$ cat src/rtl/fp_mac_if.sv
// Operand, result and control bundle for the fixed-point MAC stage.
interface fp_mac_if #(
  parameter int N     = 8,
  parameter int CNT_W = 8
);
  logic             start;
  logic [CNT_W-1:0] len;
  logic             in_valid;
  logic             in_ready;
  logic [N-1:0]     a;
  logic [N-1:0]     b;
  logic             out_valid;
  logic             out_ready;
  logic [N-1:0]     result;
  logic             overflow;
  logic             busy;

  modport master (
    output start, len, in_valid, a, b, out_ready,
    input  in_ready, out_valid, result, overflow, busy
  );

  modport slave (
    input  start, len, in_valid, a, b, out_ready,
    output in_ready, out_valid, result, overflow, busy
  );
endinterface

$ cat src/rtl/fp_mac.sv
// Sequential signed Q-format multiply-accumulate with guarded
// accumulator and saturated N-bit dot-product result.
module fp_mac #(
  parameter int N     = 8,
  parameter int F     = 7,
  parameter int G     = 4,
  parameter int CNT_W = 8
) (
  input  logic     clk,
  input  logic     reset,
  fp_mac_if.slave  bus
);
  localparam int PW    = 2*N - F;
  localparam int ACC_W = PW + G;

  localparam logic signed [ACC_W-1:0] SAT_MAX =
    ACC_W'((1 << (N-1)) - 1);
  localparam logic signed [ACC_W-1:0] SAT_MIN =
    ACC_W'(-(1 << (N-1)));

  typedef enum logic [1:0] {
    IDLE  = 2'd0,
    ACCUM = 2'd1,
    DONE  = 2'd2
  } state_t;

  state_t state, state_nx;

  logic signed [ACC_W-1:0] acc;
  logic [CNT_W-1:0]        count;
  logic [N-1:0]            result_q;
  logic                    overflow_q;

  logic signed [2*N-1:0]   prod;
  logic signed [PW-1:0]    p;
  logic signed [ACC_W-1:0] p_ext;
  logic signed [ACC_W-1:0] acc_sum;
  logic [N-1:0]            sat_val;
  logic                    sat_ovf;
  logic                    hs;
  logic                    last;

  // Truncating the low F bits of the full product is an arithmetic
  // shift right: it floors toward minus infinity.
  assign prod    = $signed(bus.a) * $signed(bus.b);
  assign p       = prod[2*N-1:F];
  assign p_ext   = {{G{p[PW-1]}}, p};
  assign acc_sum = acc + p_ext;

  assign hs   = bus.in_valid && bus.in_ready;
  assign last = hs && (count == CNT_W'(1));

  always_comb begin
    sat_val = acc_sum[N-1:0];
    sat_ovf = 1'b0;
    if (acc_sum > SAT_MAX) begin
      sat_val = SAT_MAX[N-1:0];
      sat_ovf = 1'b1;
    end else if (acc_sum < SAT_MIN) begin
      sat_val = SAT_MIN[N-1:0];
      sat_ovf = 1'b1;
    end
  end

  always_ff @(posedge clk) begin
    if (reset) state <= IDLE;
    else       state <= state_nx;
  end

  always_comb begin
    state_nx = state;
    unique case (state)
      IDLE: begin
        if (bus.start) begin
          if (bus.len != '0) state_nx = ACCUM;
          else               state_nx = DONE;
        end
      end
      ACCUM: if (last)          state_nx = DONE;
      DONE:  if (bus.out_ready) state_nx = IDLE;
      default:                  state_nx = IDLE;
    endcase
  end

  always_ff @(posedge clk) begin
    if (reset) begin
      acc        <= '0;
      count      <= '0;
      result_q   <= '0;
      overflow_q <= 1'b0;
    end else begin
      unique case (state)
        IDLE: begin
          if (bus.start) begin
            acc   <= '0;
            count <= bus.len;
            if (bus.len == '0) begin
              result_q   <= '0;
              overflow_q <= 1'b0;
            end
          end
        end
        ACCUM: begin
          if (hs) begin
            acc   <= acc_sum;
            count <= count - CNT_W'(1);
          end
          if (last) begin
            result_q   <= sat_val;
            overflow_q <= sat_ovf;
          end
        end
        default: ;
      endcase
    end
  end

  assign bus.in_ready  = (state == ACCUM);
  assign bus.out_valid = (state == DONE);
  assign bus.busy      = (state != IDLE);
  assign bus.result    = result_q;
  assign bus.overflow  = overflow_q;
endmodule

$ cat src/flat_wrapper.sv
// flat-port wrapper written by rule: the top's interface ports become plain ports
module fp_mac_flat 
#(
  parameter int N     = 8,
  parameter int F     = 7,
  parameter int G     = 4,
  parameter int CNT_W = 8
)
  (clk, reset, bus_start, bus_len, bus_in_valid, bus_a, bus_b, bus_out_ready, bus_in_ready, bus_out_valid, bus_result, bus_overflow, bus_busy);
  fp_mac_if #(.N(N), .CNT_W(CNT_W)) bus_i ();
  input  logic clk;
  input  logic reset;
  input wire logic [$bits(bus_i.start)-1:0] bus_start;
  input wire logic [$bits(bus_i.len)-1:0] bus_len;
  input wire logic [$bits(bus_i.in_valid)-1:0] bus_in_valid;
  input wire logic [$bits(bus_i.a)-1:0] bus_a;
  input wire logic [$bits(bus_i.b)-1:0] bus_b;
  input wire logic [$bits(bus_i.out_ready)-1:0] bus_out_ready;
  output wire logic [$bits(bus_i.in_ready)-1:0] bus_in_ready;
  output wire logic [$bits(bus_i.out_valid)-1:0] bus_out_valid;
  output wire logic [$bits(bus_i.result)-1:0] bus_result;
  output wire logic [$bits(bus_i.overflow)-1:0] bus_overflow;
  output wire logic [$bits(bus_i.busy)-1:0] bus_busy;
  assign bus_i.start = bus_start;
  assign bus_i.len = bus_len;
  assign bus_i.in_valid = bus_in_valid;
  assign bus_i.a = bus_a;
  assign bus_i.b = bus_b;
  assign bus_i.out_ready = bus_out_ready;
  assign bus_in_ready = bus_i.in_ready;
  assign bus_out_valid = bus_i.out_valid;
  assign bus_result = bus_i.result;
  assign bus_overflow = bus_i.overflow;
  assign bus_busy = bus_i.busy;
  fp_mac #(.N(N), .F(F), .G(G), .CNT_W(CNT_W)) u_core (.clk(clk), .reset(reset), .bus(bus_i));
endmodule
$ cat config.mk
export PLATFORM = sky130hd
export DESIGN_NAME = fp_mac_flat
export DESIGN_NICKNAME = d
export VERILOG_FILES = /design/src/rtl/fp_mac_if.sv /design/src/rtl/fp_mac.sv /design/src/flat_wrapper.sv
export SDC_FILE = /design/constraint.sdc
export NUM_CORES = 1
export LEC_CHECK = 0
export ABC_AREA = 1
export ABC_CLOCK_PERIOD_IN_PS = 5700
export BUFFER_PORTS_ARGS = -buffer_cell sky130_fd_sc_hd__buf_2
export CAP_MARGIN = 30
export CORE_MARGIN = 5
export CORE_UTILIZATION = 62
export DETAILED_ROUTE_END_ITERATION = 16
export GPL_TIMING_DRIVEN = 0
export PLACE_DENSITY = 0.82
export RECOVER_POWER = 25
export SLEW_MARGIN = 40
export SYNTH_ARGS = -nofsm -noshare
export SYNTH_HDL_FRONTEND = slang
export SYNTH_SLANG_ARGS = --single-unit
$ cat constraint.sdc
create_clock -name clk -period 5.7 [get_ports clk]
set_input_delay 0 -clock clk [delete_from_list [all_inputs] [get_ports clk]]
set_output_delay 0 -clock clk [all_outputs]
set_load 0.02 [all_outputs]
* Word level (Yosys, flattened, before mapping) *
Index checks and enable logic that the tools add are counted.

storage, ports and cells
  bits in registers = 32
  bits in latches = 0
  RAM bits = 0
  bits in read-only memories = 0
  input port bits = 29
  logic and storage cells = 51
  memories = 0

cells by class
  add/sub/neg operators = 2
  multiply operators = 1
  divide/modulo/power cells = 0
  order comparisons = 2
  equal/unequal tests = 8
  shifts and indexed selects = 0
  multiplexer cells = 23
  bitwise operators = 0
  reductions and logical operators = 10

operator list
  cell                   number
  $mux W8                7
  $pmux W8 S2            2
  $mux W13               2
  $pmux W13 S2           1
  $mul A8 B8 Y16         1
  $add A13 B9 Y13        1
  $gt A13 B8 Y1 const B  1
  $lt A13 B8 Y1 const B  1
  $eq A8 B1 Y1 const B   1
  $logic_not A8 Y1       1
  $mux W2                4
  $ne A2 B2 Y1 const B   4
  $reduce_bool A8 Y1     1
  $sub A8 B1 Y8 const B  1
  $pmux W2 S3            1
  $reduce_and A3 Y1      2
  $mux W1                5
  $reduce_and A4 Y1      1
  $reduce_bool A2 Y1     2
  $eq A2 B1 Y1 const B   1
  $eq A2 B2 Y1 const B   1
  $logic_and A1 B1 Y1    2
  $logic_not A2 Y1       1
  $ne A2 B1 Y1 const B   1
  $pmux W1 S2            1

* Logic depth before layout (Yosys ltp) *
  word-level depth = 7
  mapped depth = 36
  gate-level depth less buffers = 35

* Worst setup path before layout *
Ideal clock, no wire load.

  path type = input port to flip-flop
  from = input bus_b[2]
  to = register u_core.result_q[4], in the netlist u_core.bus.result[4]
  setup time = 135 ps
  arrival time = 5125 ps
  required time = 5565 ps
  path slack = 440 ps
  stages on the path = 29
  path through = clkbuf_1 nand2_1 fa_1 inv_1 fa_1 inv_1 fa_1 fa_1 inv_1 ha_1 a21o_1 nor2_1 nand2_1 nor2_2 nand2_2 nand2_1 ha_1 inv_1 o21ai_0 a31oi_1 nand3_1 nand2_1 nand2_1 nand3_1 nand3_2 nand2_1 nand2_1 nand2_1 a21oi_2

on the way
  cells in the longest elaborated chain, start to end = 7
  elaborated cells on any way between the ends = 8
  classes of those cells = add/sub (1); mul (1); order compare (2); mux (4)

RTL lines
  what                  line                RTL
  from (decl)           flat_wrapper.sv:17  input wire logic [$bits(bus_i.b)-1:0] bus_b;
  $mul A8 B8 Y16 *      fp_mac.sv:45        assign prod = $signed(bus.a) * $signed(bus.b);
  $add A13 B9 Y13 *     fp_mac.sv:48        assign acc_sum = acc + p_ext;
  $lt A13 B8 Y1         fp_mac.sv:59        end else if (acc_sum < SAT_MIN) begin
  $mux W8               fp_mac.sv:59
  $mux W8 *             fp_mac.sv:56        if (acc_sum > SAT_MAX) begin
  $mux W8 *             fp_mac.sv:108       if (last) begin
  $pmux W8 S2 *         fp_mac.sv:92        unique case (state)
  to (signal assigned)  fp_mac.sv:109       result_q <= sat_val;
  to (decl)             fp_mac.sv:31        logic [N-1:0] result_q;

Mark *: on every way between the ends. The rest lies on a longest branch, timed or not. The select of a mux whose other input is x is not followed.
A chain may end at the register's enable or synchronous reset.

* Worst setup path in the final report *
  from = input bus_b[5]
  to = register u_core.result_q[6], in the netlist u_core.bus.result[6]

Same word-level chain as after synthesis.

==> qor.log <==
qor: outcome.outcome finished clean
qor: critical_path.start_to_end_type_of_the_worst_setup_path primary input to register
qor: critical_path.rrSetupSlack 3110 ps
qor: synth.synth.top_cells.by_area fa_1 23%, nand2_1 15%, dfxtp_1 14%
qor: clock_tree.cts_made_buffers 5
qor: hold_path.whs_path_depth 4
qor: timing.setup_viol 0
qor: clock_tree.clkTransAtPathRegs 70 ps
qor: timing.fmaxAchievable 186 MHz
qor: floorplanning.std_cell_rows 31
qor: synth.synth_warnings 0
qor: route.drtIter0Drc 183
qor: floorplanning.die-height 97.3 um
qor: critical_path.rr_startpoint u_core.acc[0]
qor: critical_path.worst_path_max_delay_cell fa_1
qor: route.post_drt_via_cell_ratio 5.19
qor: synth.yosys_most_used_dff dfxtp_1
qor: critical_path.kind_of_end_point_of_the_critical_path register
qor: route.wire_per_inst 12.3 um
qor: synth.synthesis.area 0.00472 mm^2
qor: synth.postSynthRegisterBits 32
qor: place.portBuffers 28
qor: critical_path.worstSetupStartpointType primary input
qor: global_routing.grt_usage 21.7%
qor: critical_path.timing.critical_path.required 5850 ps
qor: timing.drv_slew 0
qor: synth.synth_largest_area_cell fa_1
qor: route.antenna_violating_nets_post_route 0
qor: synth.synth_area_per_cell 6.94 um^2
qor: critical_path.worst-r2r-cell-count 14
qor: synth.number_of_flops_mapped_to_enable_cells_by_yosys 0
qor: layout.layout-drive-gt1-share 11.4%
qor: critical_path.biggest_fanout_along_the_worst_timing_path 8
qor: layout.antennaDiodeCount 0
qor: route.dr_total_vias 4,252
qor: timing.timing.slew.headroom 58.4%
qor: place.gp_congestion 0.876
qor: synth.synth.top_cell.area_share 22.9%
qor: timing.report.final.hold_viol_count 0
qor: layout.synthToLayoutAreaGrowth 10.0%
qor: route.routed_wl 10,100 um
qor: critical_path.path_common_cell nand2_1
qor: floorplanning.die_area 0.00946 mm^2
qor: clock_tree.root_buffer clkbuf_8
qor: timing.setup-tns-final 0 ps
qor: route.drt_pass1_iterations 4
qor: floorplanning.initial_core_util 64.4%
qor: timing.fin_skew 6.81 ps
qor: timing.worstMarginPinSlew 623 ps
qor: critical_path.worst_ep_arrival_time 5510 ps
qor: floorplanning.io_pins 41
qor: critical_path.critical_path.max_stage_delay 570 ps
qor: flow_run.cap_violations 0
qor: hold_path.min-delay-start bus_out_ready
qor: synth.synthesis.instances 680
qor: floorplanning.die_w 97.3 um
qor: critical_path.critical_path.reg2reg.endpoint u_core.bus.result[6]
qor: clock_tree.ctsLongestPathBuffers 2
qor: global_routing.globalRouteOverflowTotal 0
qor: layout.finish.net_count 845
qor: clock_tree.worst_skew_pair.late_latency 280 ps
qor: synth.synth.lib_cells_used.distinct 37
qor: clock_tree.tritoncts_clock_tree done
qor: global_routing.antenna_found_initial 0
qor: place.dpl.hpwl 8450 um
qor: global_routing.grt_first_pass_wirelength 17,600 um
qor: global_routing.grt_pass1_vias 4,088
qor: synth.synth_sequential_area_ratio 13.6%
qor: clock_tree.cts_num_sinks 32
qor: synth.synth_nets 805
qor: synth.synth.top_cells.by_count 187 x nand2_1, 155 x inv_1, 54 x fa_1
qor: layout.nFillCells 610
qor: clock_tree.htreeDepth 2
qor: hold_path.hold_path.class primary input to register
qor: global_routing.largest_net_degree_at_the_start_of_global_routing 11
qor: floorplanning.design.core.area 0.00733 mm^2
qor: route.drt_drc_violations_left 0
qor: hold_path.holdPathEnd u_core.state[1]
qor: timing.final_period_minus_worst_setup_slack 5370 ps
qor: synth.synth-async-reset-ratio 0%
qor: timing.final_min_period_over_clock_period 94.1%
qor: synth.yosys.cell_count.top_type nand2_1
## sequential cells by signal (all words and copies together) (netlist names)
signal / cells
u_core.acc: 13
u_core.bus.overflow: 1
u_core.bus.result: 8
u_core.count: 8
u_core.state: 2
## area by class of cell
| type | instances | area [um^2] | share of cell area [%] |
|---|---|---|---|
| multi-input cells | 470 | 3470 | 66.8 |
| clock inverters | 2 | 35.0 | 0.674 |
| clock buffers | 6 | 72.6 | 1.40 |
| inverters | 160 | 601 | 11.6 |
| repair buffers | 33 | 168 | 3.23 |
| flip-flops and latches | 32 | 641 | 12.3 |
| plain buffers | 18 | 83.8 | 1.61 |
| well taps | 99 | 124 | 2.38 |
## worst max-delay path by stage
| stage | from | endpoint | slack (ps) | depth (start not counted) |
|---|---|---|---|---|
| 3_3_place_gp | bus_b[2] | u_core.bus.result[0] | -110 | 31 |
| 6_report | bus_b[5] | u_core.bus.result[6] | 330 | 28 |
| 5_1_grt | bus_b[2] | u_core.bus.result[3] | -10 | 32 |
| 2_1_floorplan | bus_b[2] | u_core.bus.result[4] | 440 | 29 |
| 4_1_cts | bus_b[2] | u_core.bus.result[2] | 40 | 31 |
| 3_5_place_dp | bus_b[2] | u_core.bus.result[2] | -260 | 31 |
## per-stage QoR
| step | area, um^2 | cells | util, % | hold WS [ps] | worst slack, ps |
|---|---|---|---|---|---|
| floorplan | 4720 | 680 | - | 161 | 440 |
| finish | 5200 | 820 | 70.9 | 5.59 | 335 |
| global placement | 4990 | 807 | 68.0 | 289 | -109 |
| detailed placement | 4990 | 807 | 68.0 | 292 | -257 |
| CTS | 5100 | 816 | 69.6 | 5.17 | 38.2 |
| global route | 5200 | 820 | 70.9 | 4.34 | -14.6 |
## kinds of logic after synthesis
kind of cell               synth area share (%)
buffers and inverters                      14.2
and+or+nand+nor                            24.9
adders and majority gates                  34.0
AOI/OAI and AO/OA                          10.1
DFF                                        13.6
xor gates and xnor gates                   3.15
## layer usage
layer  routed length [um]  vias up  GRT usage [%]
met5                    0        -              0
met4                  208        0           5.64
met3                  414       20           3.30
met2                 5070       99           38.3
met1                 4410     2000           27.8
li1                     -     2133              -
## worst max-delay path: cells and delay by family
family / cells / cell delay (ps)
adders and majority gates: 6 / 2680
and+or+nand+nor: 12 / 1290
AOI/OAI and AO/OA: 6 / 930
buffers and inverters: 3 / 450
xor gates and xnor gates: 1 / 150
## timing repair
action,in CTS,in global routing
setup buffers,0,4
gates resized for setup,0,32
hold buffers,1,0
endpoints found under the setup margin,0,10
endpoints found under the hold margin,1,0
## placed cells by master, fill, tap and decap left out, types with 10 or more instances in the layout
| cell | n |
|---|---|
| a21oi_1 | 28 |
| buf_2 | 21 |
| nand2_1 | 184 |
| fa_1 | 53 |
| clkbuf_1 | 15 |
| clkbuf_2 | 10 |
| nand3_1 | 23 |
| ha_1 | 41 |
| o21ai_0 | 13 |
| inv_1 | 155 |
| dfxtp_1 | 32 |
| nor2_1 | 39 |
| a21oi_2 | 11 |
Power is left out: the tool's default activity adds up to more than one toggle a clock period on the data nets, which glitch-free logic cannot reach.
